File: src/rtl/seven_seg_pkg.sv
// Shared constants and hex-to-segment decode for the seven-segment scanner.
package seven_seg_pkg;

    localparam logic [7:0] SEG_BLANK  = 8'hFF;
    localparam int         SEG_DP_BIT = 7;

    typedef enum logic {
        BLINK_OFF = 1'b0,
        BLINK_ON  = 1'b1
    } blink_phase_e;

    // Active-low pattern, bit 7 (DP) left high.
    function automatic logic [7:0] hex2seg(input logic [3:0] nib);
        logic [7:0] s;
        unique case (nib)
            4'h0: s = 8'hC0;
            4'h1: s = 8'hF9;
            4'h2: s = 8'hA4;
            4'h3: s = 8'hB0;
            4'h4: s = 8'h99;
            4'h5: s = 8'h92;
            4'h6: s = 8'h82;
            4'h7: s = 8'hF8;
            4'h8: s = 8'h80;
            4'h9: s = 8'h90;
            4'hA: s = 8'h88;
            4'hB: s = 8'h83;
            4'hC: s = 8'hC6;
            4'hD: s = 8'hA1;
            4'hE: s = 8'h86;
            4'hF: s = 8'h8E;
        endcase
        return s;
    endfunction

endpackage

File: src/rtl/seven_seg_decode.sv
// One digit of segment decode: nibble, decimal point and blank flag to
// the active-low segment byte.
module seven_seg_decode
    import seven_seg_pkg::*;
(
    input  logic [3:0] nib_i,
    input  logic       dp_i,
    input  logic       blank_i,
    output logic [7:0] seg_o
);

    always_comb begin
        seg_o = blank_i ? SEG_BLANK : hex2seg(nib_i);
        if (dp_i) begin
            seg_o[SEG_DP_BIT] = 1'b0;
        end
    end

endmodule

File: src/rtl/seven_seg_scanner.sv
// Multiplexed multi-channel seven-segment scanner with frame-synchronous
// display update, leading-zero blanking, PWM brightness and blink.
module seven_seg_scanner
    import seven_seg_pkg::*;
#(
    parameter int N_DISP       = 2,
    parameter int N_DIGITS     = 4,
    parameter int SCAN_DIV     = 131072,
    parameter int BLINK_FRAMES = 32
) (
    input  logic                         clk,
    input  logic                         rst,
    input  logic                         load,
    input  logic [N_DISP*N_DIGITS*4-1:0] value,
    input  logic [N_DISP*N_DIGITS-1:0]   dp,
    input  logic [N_DISP-1:0]            lz_blank,
    input  logic [N_DISP-1:0]            blink,
    input  logic [3:0]                   bright,
    output logic [N_DISP*N_DIGITS-1:0]   an,
    output logic [N_DISP*8-1:0]          seg,
    output logic                         frame_done
);

    localparam int NB = N_DISP * N_DIGITS;
    localparam int PW = $clog2(SCAN_DIV);
    localparam int DW = (N_DIGITS > 1) ? $clog2(N_DIGITS) : 1;
    localparam int BW = (BLINK_FRAMES > 1) ? $clog2(BLINK_FRAMES) : 1;
    localparam int CW = PW + 5;

    localparam logic [PW-1:0] PRESC_MAX = PW'(SCAN_DIV - 1);
    localparam logic [DW-1:0] DIG_MAX   = DW'(N_DIGITS - 1);
    localparam logic [BW-1:0] BLINK_MAX = BW'(BLINK_FRAMES - 1);

    logic [PW-1:0]     presc_q, presc_d;
    logic [DW-1:0]     dig_q, dig_d;
    logic [3:0]        bright_q, bright_d;
    logic [BW-1:0]     bcnt_q, bcnt_d;
    blink_phase_e      bph_q, bph_d;

    logic [NB*4-1:0]   disp_val_q, disp_val_d;
    logic [NB-1:0]     disp_dp_q, disp_dp_d;
    logic [N_DISP-1:0] disp_lz_q, disp_lz_d;
    logic [NB*4-1:0]   pend_val_q, pend_val_d;
    logic [NB-1:0]     pend_dp_q, pend_dp_d;
    logic [N_DISP-1:0] pend_lz_q, pend_lz_d;
    logic              pend_q, pend_d;

    logic [NB-1:0]       an_q, an_d;
    logic [N_DISP*8-1:0] seg_q, seg_d;
    logic                fd_q, fd_d;

    logic              slot_end;
    logic              lit;
    logic [CW-1:0]     lit_lhs, lit_rhs;
    logic [N_DISP-1:0] ch_on;

    assign slot_end = (presc_q == PRESC_MAX);

    // Scan position, blink phase and buffer bookkeeping.
    always_comb begin
        presc_d = slot_end ? '0 : presc_q + 1'b1;
        dig_d   = dig_q;
        if (slot_end) begin
            dig_d = (dig_q == DIG_MAX) ? '0 : dig_q + 1'b1;
        end
        fd_d     = slot_end && (dig_q == DIG_MAX);
        bright_d = (presc_q == '0) ? bright : bright_q;

        bcnt_d = bcnt_q;
        bph_d  = bph_q;
        if (fd_q) begin
            if (bcnt_q == BLINK_MAX) begin
                bcnt_d = '0;
                bph_d  = (bph_q == BLINK_ON) ? BLINK_OFF : BLINK_ON;
            end else begin
                bcnt_d = bcnt_q + 1'b1;
            end
        end

        pend_val_d = load ? value    : pend_val_q;
        pend_dp_d  = load ? dp       : pend_dp_q;
        pend_lz_d  = load ? lz_blank : pend_lz_q;
        pend_d     = pend_q;
        disp_val_d = disp_val_q;
        disp_dp_d  = disp_dp_q;
        disp_lz_d  = disp_lz_q;

        // fd_q marks the first cycle of a new frame; updating here lets
        // digit 0 of that frame already show the new contents.
        if (fd_q && load) begin
            disp_val_d = value;
            disp_dp_d  = dp;
            disp_lz_d  = lz_blank;
            pend_d     = 1'b0;
        end else if (fd_q && pend_q) begin
            disp_val_d = pend_val_q;
            disp_dp_d  = pend_dp_q;
            disp_lz_d  = pend_lz_q;
            pend_d     = 1'b0;
        end else if (load) begin
            pend_d = 1'b1;
        end
    end

    assign lit_lhs = CW'({presc_q, 4'b0000});
    assign lit_rhs = CW'({1'b0, bright_d} + 5'd1) * CW'(SCAN_DIV);
    assign lit     = (lit_lhs < lit_rhs);

    for (genvar c = 0; c < N_DISP; c++) begin : g_ch
        logic [N_DIGITS-1:0] zero_hi;
        logic [3:0]          nib;
        logic                dpb;
        logic                blank;

        always_comb begin
            logic z;
            zero_hi = '0;
            z       = 1'b1;
            for (int i = N_DIGITS - 1; i >= 0; i--) begin
                z          = z & (disp_val_d[(c*N_DIGITS + i)*4 +: 4] == 4'h0);
                zero_hi[i] = z;
            end
        end

        assign nib   = disp_val_d[(c*N_DIGITS + int'(dig_q))*4 +: 4];
        assign dpb   = disp_dp_d[c*N_DIGITS + int'(dig_q)];
        assign blank = disp_lz_d[c] && (dig_q != '0) && zero_hi[dig_q];
        assign ch_on[c] = lit && !(blink[c] && (bph_d == BLINK_OFF));

        seven_seg_decode u_dec (
            .nib_i   (nib),
            .dp_i    (dpb),
            .blank_i (blank),
            .seg_o   (seg_d[c*8 +: 8])
        );
    end

    always_comb begin
        an_d = '1;
        for (int c = 0; c < N_DISP; c++) begin
            if (ch_on[c]) begin
                an_d[c*N_DIGITS + int'(dig_q)] = 1'b0;
            end
        end
    end

    always_ff @(posedge clk) begin
        if (rst) begin
            presc_q    <= '0;
            dig_q      <= '0;
            bright_q   <= '0;
            bcnt_q     <= '0;
            bph_q      <= BLINK_ON;
            disp_val_q <= '0;
            disp_dp_q  <= '0;
            disp_lz_q  <= '0;
            pend_val_q <= '0;
            pend_dp_q  <= '0;
            pend_lz_q  <= '0;
            pend_q     <= 1'b0;
            an_q       <= '1;
            seg_q      <= {N_DISP{SEG_BLANK}};
            fd_q       <= 1'b0;
        end else begin
            presc_q    <= presc_d;
            dig_q      <= dig_d;
            bright_q   <= bright_d;
            bcnt_q     <= bcnt_d;
            bph_q      <= bph_d;
            disp_val_q <= disp_val_d;
            disp_dp_q  <= disp_dp_d;
            disp_lz_q  <= disp_lz_d;
            pend_val_q <= pend_val_d;
            pend_dp_q  <= pend_dp_d;
            pend_lz_q  <= pend_lz_d;
            pend_q     <= pend_d;
            an_q       <= an_d;
            seg_q      <= seg_d;
            fd_q       <= fd_d;
        end
    end

    assign an         = an_q;
    assign seg        = seg_q;
    assign frame_done = fd_q;

endmodule
File: config.mk
export PLATFORM = sky130hd
export DESIGN_NAME = seven_seg_scanner
export DESIGN_NICKNAME = d
export VERILOG_FILES = /design/src/rtl/seven_seg_pkg.sv /design/src/rtl/seven_seg_decode.sv /design/src/rtl/seven_seg_scanner.sv
export SDC_FILE = /design/constraint.sdc
export NUM_CORES = 1
export LEC_CHECK = 0
export BUFFER_PORTS_ARGS = -buffer_cell sky130_fd_sc_hd__buf_2
export CORE_MARGIN = 2
export CORE_UTILIZATION = 53
export DETAILED_ROUTE_END_ITERATION = 8
export PLACE_DENSITY = 0.77
export SETUP_SLACK_MARGIN = 0.05
export SLEW_MARGIN = 30
export SYNTH_ARGS = -nofsm -noshare
export SYNTH_HDL_FRONTEND = slang
export SYNTH_HIERARCHICAL = 1
export SYNTH_SLANG_ARGS = --single-unit
export TNS_END_PERCENT = 5
File: constraint.sdc
create_clock -name clk -period 3.45 [get_ports clk]
set_clock_uncertainty 0.15 [all_clocks]
set_input_delay 0.345 -clock clk [delete_from_list [all_inputs] [get_ports clk]]
set_output_delay 0.345 -clock clk [all_outputs]
set_load 0.005 [all_outputs]
==> results.cfg <==
[critical_path]
path_cells = buf_4 > a21boi_0 > o31ai_2 > nor2_1 > nor3_1 > a21oi_1 > inv_1 > ha_1 > or2_2 > a311o_1 > or2_2
cp-start-kind = register
path_buf_inv = 2
cpMostUsedCell = or2_2
crit_arrival_ns = 3.43
worstPathRequired_ns = 3.61
crit_family = compound AO/OA/AOI/OAI gates
slowest_stage = o31ai_2
crit_type = reg -> reg
crit_path_max_fanout = 41
max_stage_delay_ns = 0.37
end_kind = register

[yosys]
ys_types = 54
yosys.area.top_type_share = 0.404
muxShareOfSynthArea = 0.131
ys_warn_count = 6
synth-simple-area-share = 0.224
synthAdderAreaFrac = 0.0490
syn_area_um2 = 6890
synth_xor_area_frac = 0.0191
synth_nets = 843
synth_compound_area_frac = 0.121
synth_top_family_by_area = simple AND/OR/NAND/NOR gates
synthArstFlopShare = 0
synth_area_leaders = dfxtp_1, mux2i_1, nor2_1
yosys_most_used_dff = dfxtp_1
seq_area_frac_synth = 0.404
netlist_instances = 765
synth.avg_cell_area_um2 = 9.01
yosys.area.top_type = dfxtp_1
synth_edf_count = 0
ys_seq_elements = 139

[route]
wire_per_inst_um = 15.2
drt_iter0_markers = 394
ant_nets = 0
dr_total_vias = 5565
routed_wirelength_mm = 15.4
drcViolationCount = 0
vias_per_cell = 5.50
dr.pass1.iters = 5

[sta]
fin_crit_ns = 3.27
finalSetupTns_ns = 0
slew_headroom = 0.477
rsz0062_at_grt = yes
setup_viol = 0
finalHoldViolations = 0
report.final.slew_viol_count = 0
worst_pin_slew_ns = 0.784
finalCritPeriodShare = 0.947
fmax_mhz = 306

[cts]
numCtsBuffers = 17
cts_sinks = 139
cts_buffer_depth = 2
clk_pin_slew_ns = 0.06
cts_root_buffer = clkbuf_16
cts_tree = done
cts-resized-gates = 0
htreeDepth = 4
cts_setup_buffers = 0
cts_hold_buf = 0
worstSkewPairLatency_ns = 0.42

[pwr]
power_w = 0.00369
ir_drop_uv = 289
power_density_nw_per_um2 = 460
leakagePower_nw = 3.60

[floorplanning]
die_area_um2 = 13900
io_pins = 76
start_util = 0.544
coreArea_um2 = 12700
row_count = 41
die_w_um = 118
die_h_um = 118

[cells_and_area]
layout_common_cells = dfxtp_1, nor2_1, mux2i_1
final_common_cell = dfxtp_1
multiInputGateArea_um2 = 3770
regArea_um2 = 2790
num_antenna_cells = 0
area_growth_pct = 16.3
drive_gt1_frac = 0.193
num-fill-cells = 1077
nNetsFinal = 907

[placed_design]
io_buffers = 75
hpwl_mm = 10.4
gp_congestion = 0.834

[flow_run]
cap_viol_max_count = 0

[grt]
antenna_found_initial = 0
grt_pass1_vias = 5516
grt_max_degree = 77
grt-ovfl-total = 0
gr-usage-all-layers = 0.227
grt_pass1_wl_mm = 25.9

[min_path]
hold_class = in -> reg

[outcome]
status = completed
## worst min-delay path, stage by stage
cell	delay (ns)
buf_2	0.08
mux2i_1	0.06
nor2_1	0.07
## worst paths after layout
check	start	endpoint	slack, ns	cells after the start
worst max-delay path	pend_q	seg[1]	0.18	11
worst min-delay path	value[21]	pend_val_q[21]	0.03	3
worst max register to register	pend_q	seg[1]	0.18	11
worst min register to register	pend_val_q[27]	pend_val_q[27]	0.34	2
## layer usage
layer,part of all wire,GRT usage,wire length (um),vias up
met4,0.012,0.0730,190,0
met3,0.043,0.0581,668,17
met2,0.48,0.370,7410,142
met5,0,0,0,-
met1,0.46,0.294,7150,2635
li1,-,-,-,2771
## synthesized netlist by cell type (all sizes together) (19+ instances only)
library cell / n
o21ai: 43
inv: 19
nand2: 44
mux2i: 79
nor2: 123
o31ai: 20
and3: 24
nand3b: 20
or2: 19
dfxtp: 139
nor2b: 24
clkbuf: 25
ha: 27
a21boi: 20
buf: 27
## cell families after synthesis
group / after synthesis
DFF: 139
adders and majority gates: 27
and+or+nand+nor: 305
AOI/OAI and AO/OA: 120
xor gates and xnor gates: 15
muxes: 87
buffers and inverters: 72
## stage by stage
step	hold WS (ns)	util	cell area, um2	worst slack (ns)	instances
after floorplan	0.287	-	6890	0.121	765
after global placement	0.299	0.585	7420	0.264	982
after detailed placement	0.326	0.585	7420	0.197	982
after CTS	0.0136	0.631	8000	0.148	1012
after global routing	0.0370	0.633	8020	0.0231	1012
final	0.0270	0.633	8020	0.183	1012
## power by group
part | internal, W | switching, W
clock network | 0.00112 | 0.000659
logic | 0.0000984 | 0.000131
registers | 0.00165 | 0.0000233
total | 0.00288 | 0.000813
## state kept, by name, summed over array words and instances (netlist names)
signal	count
disp_lz_q	2
dig_q	2
seg	16
pend_q	1
frame_done	1
bph_q	1
pend_val_q	32
bright_q	4
an	8
disp_val_q	32
disp_dp_q	8
presc_q	17
bcnt_q	5
pend_lz_q	2
pend_dp_q	8
## layout make-up
cell class,count,share of cell area
Sequential cell,139,0.348
Multi-Input combinational cell,554,0.470
Clock buffer,22,0.0604
Timing Repair Buffer,97,0.0740
Clock inverter,8,0.0116
Inverter,20,0.00937
Tap cell,172,0.0268
Power figures use the tool's default switching activity.
